## src/rtl/fp_vector_add.sv

```systemverilog
// fp_vector_add: four-lane 3-stage minifloat adder (flush-to-zero, RNE rounding).
// Define FP_ADD_SATURATE_EN to saturate finite overflow to the max finite value.
module fp_vector_add #(
  parameter int EXP_BITS  = 5,
  parameter int MANT_BITS = 6
) (
  input  logic                         clk,
  input  logic                         rst,
  input  logic                         in_valid,
  input  logic [EXP_BITS+MANT_BITS:0]  a_1,
  input  logic [EXP_BITS+MANT_BITS:0]  b_1,
  input  logic [EXP_BITS+MANT_BITS:0]  c_1,
  input  logic [EXP_BITS+MANT_BITS:0]  d_1,
  input  logic [EXP_BITS+MANT_BITS:0]  a_2,
  input  logic [EXP_BITS+MANT_BITS:0]  b_2,
  input  logic [EXP_BITS+MANT_BITS:0]  c_2,
  input  logic [EXP_BITS+MANT_BITS:0]  d_2,
  output logic [EXP_BITS+MANT_BITS:0]  a_out,
  output logic [EXP_BITS+MANT_BITS:0]  b_out,
  output logic [EXP_BITS+MANT_BITS:0]  c_out,
  output logic [EXP_BITS+MANT_BITS:0]  d_out,
  output logic                         out_valid
);
  localparam int W  = EXP_BITS + MANT_BITS + 1;
  localparam int SW = MANT_BITS + 4;
  localparam int EW = EXP_BITS + 3;
  localparam logic [EXP_BITS-1:0] EMAX = '1;
  localparam logic [W-1:0] QNAN = {1'b0, EMAX, 1'b1, {(MANT_BITS-1){1'b0}}};

  logic [W-1:0] w_x [4];
  logic [W-1:0] w_y [4];
  logic [W-1:0] w_o [4];
  logic [2:0]   r_v;

  assign w_x = '{a_1, b_1, c_1, d_1};
  assign w_y = '{a_2, b_2, c_2, d_2};
  assign a_out = w_o[0];
  assign b_out = w_o[1];
  assign c_out = w_o[2];
  assign d_out = w_o[3];
  assign out_valid = r_v[2];

  always_ff @(posedge clk or negedge rst)
    if (!rst) r_v <= '0;
    else r_v <= {r_v[1:0], in_valid};

  for (genvar g = 0; g < 4; g++) begin : g_lane
    logic                 w_sx, w_sy, w_zx, w_zy, w_ix, w_iy, w_nan, w_swap;
    logic [EXP_BITS-1:0]  w_ex, w_ey, w_eb, w_es, w_d;
    logic [MANT_BITS-1:0] w_fx, w_fy;
    logic [SW-1:0]        w_mb, w_ms, w_ma;
    logic [2*SW-1:0]      w_wide;
    logic                 r1_s, r1_sub, r1_zs, r1_spec, r2_s, r2_zs, r2_spec;
    logic [EXP_BITS-1:0]  r1_e, r2_e;
    logic [SW-1:0]        r1_mb, r1_ms;
    logic [SW:0]          r2_sum, w_n;
    logic [W-1:0]         r1_sv, r2_sv, w_ovf, w_res, r_out;
    logic [7:0]           w_lz;
    logic [MANT_BITS:0]   w_rf;
    logic                 w_inc;
    logic [EW-1:0]        w_e;

    assign {w_sx, w_ex, w_fx} = w_x[g];
    assign {w_sy, w_ey, w_fy} = w_y[g];
    assign w_zx = w_ex == '0;
    assign w_zy = w_ey == '0;
    assign w_ix = w_ex == EMAX && w_fx == '0;
    assign w_iy = w_ey == EMAX && w_fy == '0;
    assign w_nan = (w_ex == EMAX && w_fx != '0) | (w_ey == EMAX && w_fy != '0) | (w_ix & w_iy & (w_sx ^ w_sy));
    // flushed operands compare as magnitude zero so the real operand lands first
    assign w_swap = (w_zx ? '0 : {w_ex, w_fx}) < (w_zy ? '0 : {w_ey, w_fy});
    assign w_eb = w_swap ? w_ey : w_ex;
    assign w_es = w_swap ? w_ex : w_ey;
    assign w_mb = (w_swap ? w_zy : w_zx) ? '0 : {1'b1, w_swap ? w_fy : w_fx, 3'b000};
    assign w_ms = (w_swap ? w_zx : w_zy) ? '0 : {1'b1, w_swap ? w_fx : w_fy, 3'b000};
    assign w_d = w_eb - w_es;
    assign w_wide = w_d > EXP_BITS'(SW) ? {{SW{1'b0}}, w_ms} : {w_ms, {SW{1'b0}}} >> w_d;
    assign w_ma = {w_wide[2*SW-1:SW+1], w_wide[SW] | (|w_wide[SW-1:0])};

    always_ff @(posedge clk or negedge rst)
      if (!rst) begin
        {r1_s, r1_sub, r1_zs, r1_spec, r1_e, r1_mb, r1_ms, r1_sv} <= '0;
        {r2_s, r2_zs, r2_spec, r2_e, r2_sum, r2_sv} <= '0;
        r_out <= '0;
      end else begin
        r1_s    <= w_swap ? w_sy : w_sx;
        r1_sub  <= w_sx ^ w_sy;
        r1_zs   <= w_sx & w_sy;
        r1_spec <= w_nan | w_ix | w_iy;
        r1_sv   <= w_nan ? QNAN : {w_ix ? w_sx : w_sy, EMAX, {MANT_BITS{1'b0}}};
        r1_e    <= w_eb;
        r1_mb   <= w_mb;
        r1_ms   <= w_ma;
        r2_s    <= r1_s;
        r2_zs   <= r1_zs;
        r2_spec <= r1_spec;
        r2_sv   <= r1_sv;
        r2_e    <= r1_e;
        r2_sum  <= r1_sub ? {1'b0, r1_mb} - {1'b0, r1_ms} : {1'b0, r1_mb} + {1'b0, r1_ms};
        if (r_v[1]) r_out <= w_res;
      end

    always_comb begin
      w_lz = '0;
      for (int i = 0; i <= SW; i++) if (r2_sum[i]) w_lz = 8'(SW - i);
    end

    assign w_n = r2_sum << w_lz;
    assign w_inc = w_n[3] & (w_n[4] | (|w_n[2:0]));
    assign w_rf = {1'b0, w_n[SW-1:4]} + (MANT_BITS+1)'(w_inc);
    assign w_e = EW'(r2_e) + EW'(1) - EW'(w_lz) + EW'(w_rf[MANT_BITS]);
`ifdef FP_ADD_SATURATE_EN
    assign w_ovf = {r2_s, EMAX - 1'b1, {MANT_BITS{1'b1}}};
`else
    assign w_ovf = {r2_s, EMAX, {MANT_BITS{1'b0}}};
`endif
    // a normalised MSB of 0 means the significand sum was exactly zero
    assign w_res = r2_spec ? r2_sv :
                   !w_n[SW] ? {r2_zs, {(W-1){1'b0}}} :
                   (w_e[EW-1] || w_e == '0) ? {r2_s, {(W-1){1'b0}}} :
                   w_e >= EW'(EMAX) ? w_ovf :
                   {r2_s, w_e[EXP_BITS-1:0], w_rf[MANT_BITS-1:0]};
    assign w_o[g] = r_out;
  end
endmodule

```

## config.mk

```make
export PLATFORM = sky130hd
export DESIGN_NAME = fp_vector_add
export DESIGN_NICKNAME = d
export VERILOG_FILES = /design/src/rtl/fp_vector_add.sv
export SDC_FILE = /design/constraint.sdc
export NUM_CORES = 1
export LEC_CHECK = 0
export ABC_AREA = 1
export BUFFER_PORTS_ARGS = -buffer_cell sky130_fd_sc_hd__buf_2
export CORE_MARGIN = 2
export CORE_UTILIZATION = 46
export CTS_CLUSTER_DIAMETER = 40
export CTS_CLUSTER_SIZE = 28
export DETAILED_ROUTE_END_ITERATION = 8
export MAX_ROUTING_LAYER = met4
export PLACE_DENSITY = 0.71
export SETUP_SLACK_MARGIN = 0.1
export SLEW_MARGIN = 20
export SYNTH_ARGS = -nofsm -noshare
export SYNTH_HDL_FRONTEND = slang
export SYNTH_SLANG_ARGS = --single-unit
```

## constraint.sdc

```tcl
create_clock -name clk -period 4.9 [get_ports clk]
set_input_delay 0 -clock clk [delete_from_list [all_inputs] [get_ports clk]]
set_output_delay 0 -clock clk [all_outputs]
set_load 0.02 [all_outputs]
```

After elaboration in Yosys (flattened, before gate mapping) --
Cells that the tools add are included.
Cells by class: add/subtract/negate cells 28, multiplexer cells 120, reduce and logical (&&, ||, !) cells 56, bitwise operators 44, divide/modulo/power cells 0, $mul 0, eq/ne operators 8, order comparisons 12, shift operators 8
Operators by type and width (count):
- 2-to-1 mux 8 bit | 35
- 2-to-1 mux 11 bit | 20
- 2-to-1 mux 12 bit | 12
- 2-to-1 mux 10 bit | 8
- 2-to-1 mux 20 bit | 4
- >> shifter 20 x 5 -> 20 bit | 4
- logical NOT 6 bit | 8
- 2-to-1 mux 6 bit | 8
- nonzero test 6 bit | 8
- adder 10 x 10 -> 11 bit | 4
- less-than comparator 11 bit | 4
- << shifter 11 x 8 -> 11 bit | 4
- subtractor 10 x 10 -> 11 bit | 4
- == test 5 bit (second input constant) | 8
- logical NOT 5 bit | 8
- 2-to-1 mux 5 bit | 8
- OR reduction 10 bit | 4
- 2-to-1 mux 4 bit | 9
- adder 8 x 1 -> 8 bit | 4
- >= comparator 8 x 5 -> 1 bit (second input constant) | 4
- logical NOT 8 bit | 4
- subtractor 6 x 8 -> 8 bit | 4
- adder 6 x 1 -> 7 bit | 4
- adder 5 x 1 -> 6 bit (second input constant) | 4
- other kinds (9) | 92
Word-level totals: register bits 339, input bits 99, ROM bits 0, memory bits (writable) 0, latch bits 0, word-level logic and storage cells 337, output and inout bits 49, memories kept 0

Longest topological paths before layout --
Gate-level depths: netlist of the first run.
word-level depth 22, depth in mapped cells 37, depth with buffers taken out 36

Worst setup path before layout of the first run --
Ideal clock, no wire load.
kind register -> register, start point register g_lane[2].r2_sum[2], end point register g_lane[2].r_out[4], in the netlist c_out[4], period minus slack after synthesis 4.450 ns, library setup time 0.066 ns, slack 0.450 ns, path buffers 1, arrival 4.384 ns, data required time 4.834 ns, cell stages (with the launch flop) 29, cells stage by stage dfrtp_1 > o31ai_1 > nand3_1 > a31oi_4 > inv_1 > buf_2 > nand2_1 > nand3_1 > nor2_2 > ha_1 > nand4_1 > or2_0 > or2_1 > fa_1 > inv_1 > ha_1 > fa_1 > a21oi_1 > nor2_1 > nor2_1 > inv_1 > nor2_1 > inv_1 > nand3_1 > o21bai_1 > nor4_2 > nand2_1 > a21oi_1 > a22o_1
On the way: cells in the longest elaborated chain, start to end 20, elaborated cells between the ends (all ways) 23, those cells by class 3 x add/sub; 1 x order compare; 1 x shift; 13 x mux; 2 x bitwise; 3 x reduce/logical
Ends and longest elaborated chain:
- from (decl) | line 56 | logic [SW:0] r2_sum, w_n;
- from (signal assigned) | line 99 | r2_sum <= r1_sub ? {1'b0, r1_mb} - {1'b0, r1_ms} : {1'b0, r1_mb} + {1'b0, r1_ms};
- 2-to-1 mux 8 bit (9 in a row) | line 105 | for (int i = 0; i <= SW; i++) if (r2_sum[i]) w_lz = 8'(SW - i);
- << shifter 11 x 8 -> 11 bit | line 108 | assign w_n = r2_sum << w_lz;
- OR reduction 3 bit | line 109 | assign w_inc = w_n[3] & (w_n[4] | (|w_n[2:0]));
- bitwise OR 1 bit | line 109
- AND 1 bit | line 109
- adder 6 x 1 -> 7 bit | line 110 | assign w_rf = {1'b0, w_n[SW-1:4]} + (MANT_BITS+1)'(w_inc);
- adder 8 x 1 -> 8 bit | line 111 | assign w_e = EW'(r2_e) + EW'(1) - EW'(w_lz) + EW'(w_rf[MANT_BITS]);
- >= comparator 8 x 5 -> 1 bit / logical NOT 8 bit (equally long branches) | line 121, 120
- 2-to-1 mux 11 bit / logical OR 1 bit (equally long branches) | line 121, 120
- 2-to-1 mux 11 bit | line 120 | (w_e[EW-1] || w_e == '0) ? {r2_s, {(W-1){1'b0}}} :
- 2-to-1 mux 12 bit * | line 119 | !w_n[SW] ? {r2_zs, {(W-1){1'b0}}} :
- 2-to-1 mux 12 bit * | line 118 | assign w_res = r2_spec ? r2_sv :
- to (signal assigned) | line 100 | if (r_v[1]) r_out <= w_res;
- to (decl) | line 57 | logic [W-1:0] r1_sv, r2_sv, w_ovf, w_res, r_out;
Mark *: on every way between the ends. The rest lies on a longest branch, timed or not. A chain may end at the register's enable or synchronous reset.

Final worst setup path of the first run --
start point register g_lane[0].r2_sum[1], end point register g_lane[0].r_out[3], in the netlist a_out[3]
On the way: cells in the longest elaborated chain, start to end 21, elaborated cells between the ends (all ways) 24, those cells by class 3 x add/sub; 1 x order compare; 1 x shift; 14 x mux; 2 x bitwise; 3 x reduce/logical
Ends and longest elaborated chain (line):
- from (decl) | 56
- from (signal assigned) | 99
- 2-to-1 mux 8 bit (10 in a row) | 105
- << shifter 11 x 8 -> 11 bit | 108
- OR reduction 3 bit | 109
- bitwise OR 1 bit | 109
- AND 1 bit | 109
- adder 6 x 1 -> 7 bit | 110
- adder 8 x 1 -> 8 bit | 111
- >= comparator 8 x 5 -> 1 bit / logical NOT 8 bit (equally long branches) | 121, 120
- 2-to-1 mux 11 bit / logical OR 1 bit (equally long branches) | 121, 120
- 2-to-1 mux 11 bit | 120
- 2-to-1 mux 12 bit * | 119
- 2-to-1 mux 12 bit * | 118
- to (signal assigned) | 100
- to (decl) | 57
Marked as above.

==> reports/qor.txt, run 1 <==
Status -> finished clean
Dpl cells -> 3297
DRC -> 0
Vias in the first global route -> 17.4k
Tightest Pin Transition -> 0.878 ns
Post-synth top cells -> 667 x nand2_1, 373 x inv_1, 320 x nand3_1
Layout cells sized above 1 -> 17.0%
Top area cells in the synthesized netlist -> dfrtp_1 33%, nand2_1 13%, nand3_1 8.5%
Initial antenna violation count -> 0
DRT antenna net count -> 0
Placed Area -> 20100 um2
Initial core utilization -> 46.3%
I/O pins -> 148
Clock latency on the worst-skew pair -> 0.55 ns
Row cnt -> 74
Mean routed wirelength per cell -> 13.6 um
Grt met2 use -> 39.7%
Clock sinks -> 249
Synth Register Bits -> 249
Global-route wire length before repair -> 78500 um
M1 GR Usage -> 27.2%
Number of flops mapped to enable cells by yosys -> 0
Antenna diodes -> 0
Syn-to-layout area delta -> 23.7%
Sequential area share after synthesis -> 33.1%
Pwr/cell area -> 528 nW/um2
Setup Skew -> 0.0196 ns
Worst Hold Class -> input port to flip-flop
Syn Std Cell Area -> 18800 um2
Crit path largest cell delay -> 0.40 ns
Layout Cells excl Fill -> 3525
Routed WL -> 48000 um
H-tree Lvls -> 2
CP arrival -> 5.00 ns
Mapped Avg Cell Area -> 7.09 um2
FMAX -> 0.220 GHz
Warnings from Yosys -> 0
Most frequent cell after synthesis -> nand2_1
Met3 usage -> 3.26%
DR iter-0 viols -> 1155
Gpl congestion -> 0.926
Slew Viols, Final -> 0
CTS root buffer -> clkbuf_16
Startpoint Class -> flip-flop
HPWL after DPL -> 36300 um
Relative slew margins -> 41.5%
Die Footprint -> 42600 um2
Period utilisation layout -> 92.9%
Max-cap check violation count -> 0
Worst EP required -> 5.34 ns
Slowest-stage cell, CP -> dfrtp_1
RSZ-0062 raised after global routing -> true
Total number of vias -> 18.3k
Worst hold margin -> 0.0114 ns
Syn_nets -> 2884
CTS tree -> done
Drt pass-1 iters -> 7
Pleak -> 0.0123 uW
Crit path max fanout -> 5
Syn Inst Count -> 2657
Distinct cells, synth -> 59
GR Overflow Total -> 0
Share of the synthesized area in the top cell type -> 33.1%
Post-route cell area -> 23300 um2
Post-synth ARST share -> 100%
Most Used Layer, Global Route -> met2
Port Buf Inserts -> 147
Largest net degree at the start of global routing -> 134
Worst-path clk slew -> 0.06 ns
Clock Path Buffers -> 3
Final hold violation count -> 0
Crit path kind -> flip-flop to flip-flop
Vias per inst -> 5.20
Ys flop type -> dfrtp_1
Crit path time final -> 4.55 ns
Die Height -> 206 um
Worst vdd ir -> 223 uV
Total GRT Usage -> 22.9%
Critical Path End Type -> flip-flop
Final setup fails -> 0
Core Box Area -> 40600 um2
Chip Width -> 206 um
Largest area contributor in the netlist -> dfrtp_1
Total CTS buffers -> 37
Layout Nets -> 3191
repair_timing:
action / in CTS / in global routing
pin swaps: 1 / 34
endpoints found under the setup margin: 6 / 44
gates resized for setup: 5 / 119
hold buffers: 126 / 0
cloned: 0 / 3
hold endpoints to repair: 188 / 0
setup buffers: 0 / 31
metal layers:
metal | routed length, um | vias to the layer above
li1 | - | 9242
met1 | 20500 | 8491
met2 | 23800 | 506
met3 | 2220 | 105
met4 | 1410 | 0
met5 | 0 | -
cell usage in the layout, fill, tap and decap left out, types with 16 or more instances in the layout:
master,n
nand3_1,308
ha_1,114
nand2_2,57
nor2_2,26
dlygate4sd3_1,126
inv_1,360
nand4_1,29
a21oi_1,109
clkbuf_16,37
nor3_1,39
o21ai_0,100
inv_2,33
xnor2_1,16
nand3_2,31
dfrtp_1,247
buf_2,146
o21ai_1,24
nand2_1,652
nor2_1,195
xor2_1,68
buf_4,46
where the power goes:
group	switching (uW)	internal (uW)
Clock	1140	1550
Sequential	349	2540
Combinational	4140	2580
Total	5630	6670
sequential cells by signal, summed over array words and instances (netlist names):
register / count
g_lane.r2_sum: 44
c_out: 12
g_lane.r1_mb: 28
g_lane.r2_s: 4
g_lane.r1_e: 20
g_lane.r1_sub: 4
g_lane.r2_spec: 4
g_lane.r1_spec: 4
g_lane.r1_sv: 9
r_v: 3
g_lane.r1_ms: 40
b_out: 12
g_lane.r2_e: 20
a_out: 12
g_lane.r1_zs: 4
g_lane.r2_sv: 9
g_lane.r2_zs: 4
d_out: 12
g_lane.r1_s: 4
layout make-up:
| cell class | instances | area [um2] |
|---|---|---|
| Clock buffer | 37 | 926 |
| Clock inverter | 31 | 368 |
| Fill cell | 3737 | 17400 |
| Inverter | 397 | 1500 |
| Multi-Input combinational cell | 1955 | 11200 |
| Sequential cell | 249 | 6230 |
| Tap cell | 532 | 666 |
| Timing Repair Buffer | 324 | 2420 |
through the flow:
step | total power [uW] | setup slack (ns) | util [%] | TNS [ns]
4_1_cts | 11600 | 0.103 | 55.7 | 0
5_1_grt | 13400 | -0.0160 | 57.3 | -0.0160
2_1_floorplan | 7260 | 0.450 | - | 0
6_report | 12300 | 0.347 | 57.3 | 0
3_5_place_dp | 8690 | 0.0182 | 49.4 | 0
3_3_place_gp | 8560 | 0.205 | 49.4 | 0
path summary, 6_finish.rpt:
kind	startpoint	to	slack [ns]	cells past startpoint
max reg2reg	g_lane[0].r2_sum[1]	a_out[3]	0.35	33
min reg2reg	r_v[0]	r_v[1]	0.34	0
max	g_lane[0].r2_sum[1]	a_out[3]	0.35	33
min in group asynchronous	rst	g_lane[0].r2_sum[8]	0.11	2
min	c_2[9]	g_lane[2].r1_e[3]	0.01	3
max in group asynchronous	rst	g_lane[2].r2_sum[1]	3.56	3
logic make-up after synthesis:
logic type / after synthesis / share of synthesized area, %
other: 1 / 0.0199
AND/OR/NAND/NOR: 1410 / 34.2
AO/OA/AOI/OAI: 322 / 9.94
multiplexers: 6 / 0.346
adder cells (fa/ha/maj): 128 / 8.83
XOR/XNOR: 85 / 3.95
flip-flops: 249 / 33.1
buffers and inverters: 456 / 9.62
worst max-delay path: cells and delay by family (launching register included):
| family | cells | cell delay (ns) |
|---|---|---|
| AO/OA/AOI/OAI | 5 | 0.69 |
| adder cells (fa/ha/maj) | 4 | 0.85 |
| buffers and inverters | 8 | 0.66 |
| flip-flops | 1 | 0.40 |
| AND/OR/NAND/NOR | 16 | 1.85 |
(Power assumes the default switching activity.)
==> inputs of run 2 (changes only) <==
- REMOVE_ABC_BUFFERS: not set -> 1
==> reports/qor.txt, run 2 (synthesized netlist as in run 1, its figures left out) <==
Startpoint Class -> flip-flop (unchanged)
Worst EP required -> 5.31 ns (was 5.34 ns)
Final hold violation count -> 0 (unchanged)
Most flops, register -> g_lane.r2_sum (unchanged)
Vias in the first global route -> 17.4k (about the same)
DR iter-0 viols -> 1273 (was 1155)
Mean routed wirelength per cell -> 14.0 um (was 13.6 um)
Total number of vias -> 18.5k (was 18.3k)
HPWL after DPL -> 36300 um (about the same)
Port Buf Inserts -> 147 (unchanged)
Largest net degree at the start of global routing -> 131 (was 134)
Worst Hold Class -> input port to flip-flop (unchanged)
Core Box Area -> 40600 um2 (unchanged)
Routed WL -> 49400 um (was 48000 um)
CTS root buffer -> clkbuf_16 (unchanged)
DRC -> 0 (unchanged)
Crit path time final -> 4.74 ns (was 4.55 ns)
H-tree Lvls -> 2 (unchanged)
Row cnt -> 74 (unchanged)
Pleak -> 0.0125 uW (was 0.0123 uW)
Worst vdd ir -> 256 uV (was 223 uV)
Antenna diodes -> 0 (unchanged)
Syn-to-layout area delta -> 25.2% (was 23.7%)
GR Overflow Total -> 0 (unchanged)
Final setup fails -> 0 (unchanged)
Worst-path clk slew -> 0.05 ns (was 0.06 ns)
Crit path kind -> flip-flop to flip-flop (unchanged)
FF-to-FF path depth -> 33 (unchanged)
Vias per inst -> 5.25 (was 5.20)
Fin worst setup slack -> 0.162 ns (was 0.347 ns)
Initial core utilization -> 46.3% (unchanged)
Total GRT Usage -> 23.2% (was 22.9%)
CP arrival -> 5.15 ns (was 5.00 ns)
Drt pass-1 iters -> 6 (was 7)
Clock Path Buffers -> 3 (unchanged)
Setup Skew -> 0.0151 ns (was 0.0196 ns)
Layout Nets -> 3200 (was 3191)
Period utilisation layout -> 96.7% (was 92.9%)
Clock sinks -> 249 (unchanged)
Slew Viols, Final -> 0 (unchanged)
Clock latency on the worst-skew pair -> 0.53 ns (was 0.55 ns)
Max-cap check violation count -> 0 (unchanged)
Crit path largest cell delay -> 0.40 ns (about the same)
Total CTS buffers -> 39 (was 37)
Relative slew margins -> 38.7% (was 41.5%)
RSZ-0062 raised after global routing -> true (unchanged)
Most frequent cells in the layout -> 643 x nand2_1, 359 x inv_1, 299 x nand3_1, 249 x dfrtp_1, 197 x nor2_1 (was 652 x nand2_1, 360 x inv_1, 308 x nand3_1, 247 x dfrtp_1, 195 x nor2_1)
I/O pins -> 148 (unchanged)
FMAX -> 0.211 GHz (was 0.220 GHz)
Max FFs per register -> 44 (unchanged)
Commonest non-fill, non-tap cell in the layout -> nand2_1 (unchanged)
Chip Width -> 206 um (unchanged)
Crit path max fanout -> 5 (unchanged)
Die Footprint -> 42600 um2 (unchanged)
Global-route wire length before repair -> 79500 um (was 78500 um)
Status -> finished clean (unchanged)
Critical Path End Type -> flip-flop (unchanged)
Gpl congestion -> 0.940 (was 0.926)
Largest regs -> g_lane.r2_sum: 44 flops, g_lane.r1_ms: 40 flops, g_lane.r1_mb: 28 flops (unchanged)
Die Height -> 206 um (unchanged)
Tightest Pin Transition -> 0.920 ns (was 0.878 ns)
Layout cells sized above 1 -> 17.5% (was 17.0%)
Pre-CTS WS -> -0.130 ns (was 0.0182 ns)
Slowest-stage cell, CP -> dfrtp_1 (unchanged)
Total negative setup slack -> 0 ns (unchanged)
Pwr/cell area -> 548 nW/um2 (was 528 nW/um2)
CTS tree -> done (unchanged)
Worst hold path depth -> 5 (was 3)
Worst hold margin -> 0.0337 ns (was 0.0114 ns)
Initial antenna violation count -> 0 (unchanged)
DRT antenna net count -> 0 (unchanged)
Multi-input gate area -> 11300 um2 (was 11200 um2)
Register Area -> 6230 um2 (about the same)
Fillcell total -> 3620 (was 3737)
## run 2: changes by cell type in the layout (fill, tap and decap cells not counted), moves of 4 or more
cell       delta
nand2_1       -9
nand3_1       -9
inv_6         -8
nand2_2       +8
bufinv_16     +5
nand3_2       +5
nand3_4       +4
nor2_2        -4
o21ai_0       +4
## run 2: final timing paths
path | endpoint | startpoint | slack, ns
worst min register to register | g_lane[0].r2_e[2] | g_lane[0].r1_e[2] | 0.34
worst max register to register | a_out[1] | g_lane[0].r2_sum[1] | 0.16
worst min-delay path | g_lane[0].r1_spec | a_1[2] | 0.03
worst max-delay path | a_out[1] | g_lane[0].r2_sum[1] | 0.16
max in group asynchronous | g_lane[1].r1_ms[6] | rst | 3.66
min in group asynchronous | g_lane[0].r2_sum[8] | rst | 0.10
## run 2: worst max-delay path, delay by kind of cell (launching register included)
kind / cells / cell delay (ns)
AO/OA/AOI/OAI: 4 / 0.56
adder cells (fa/ha/maj): 4 / 0.88
buffers and inverters: 6 / 0.49
flip-flops: 1 / 0.40
AND/OR/NAND/NOR: 19 / 2.29
## run 2: per-layer routing
metal / up-vias / part of all wire [%] / track usage (%) / routed length (um)
li1: 9257 / - / - / -
met1: 8578 / 42 / 27.8 / 20900
met2: 575 / 49 / 40.2 / 24400
met3: 138 / 5.1 / 3.37 / 2550
met4: 0 / 3.2 / 7.42 / 1560
met5: - / 0 / - / 0
## run 2: power by group
part / switching [uW] / internal, uW / leakage [uW] / total, uW
Combinational: 4370 / 2710 / 0.00873 / 7080
Clock: 1060 / 1900 / 0.000695 / 2960
Sequential: 333 / 2540 / 0.00305 / 2880
Total: 5770 / 7150 / 0.0125 / 12900
## run 2: what timing repair did
item                                    in CTS  in global routing
pin swaps                                    1                 60
hold endpoints to repair                   191                  0
endpoints found under the setup margin      16                 43
buffers inserted                             0                 39
resized for setup                            8                131
cloned                                       0                  4
hold buffers                               126                  0
## run 2: area by class of cell
type | count | area share (%)
clock buffers | 45 | 4.41
clock inverters | 27 | 1.69
inverters | 397 | 6.33
multi-input cells | 1956 | 47.8
flip-flops and latches | 249 | 26.4
well taps | 532 | 2.82
repair buffers | 330 | 10.5
## run 2: per-stage QoR
step,utilization [%],instances,instance area (um2),total power (uW)
final,58.0,3536,23600,12900
after CTS,56.1,3493,22800,11900
after global routing,58.0,3536,23600,14000
after detailed placement,49.4,3295,20100,8680
after floorplan,-,2598,18500,7160
after global placement,49.4,3295,20100,8530
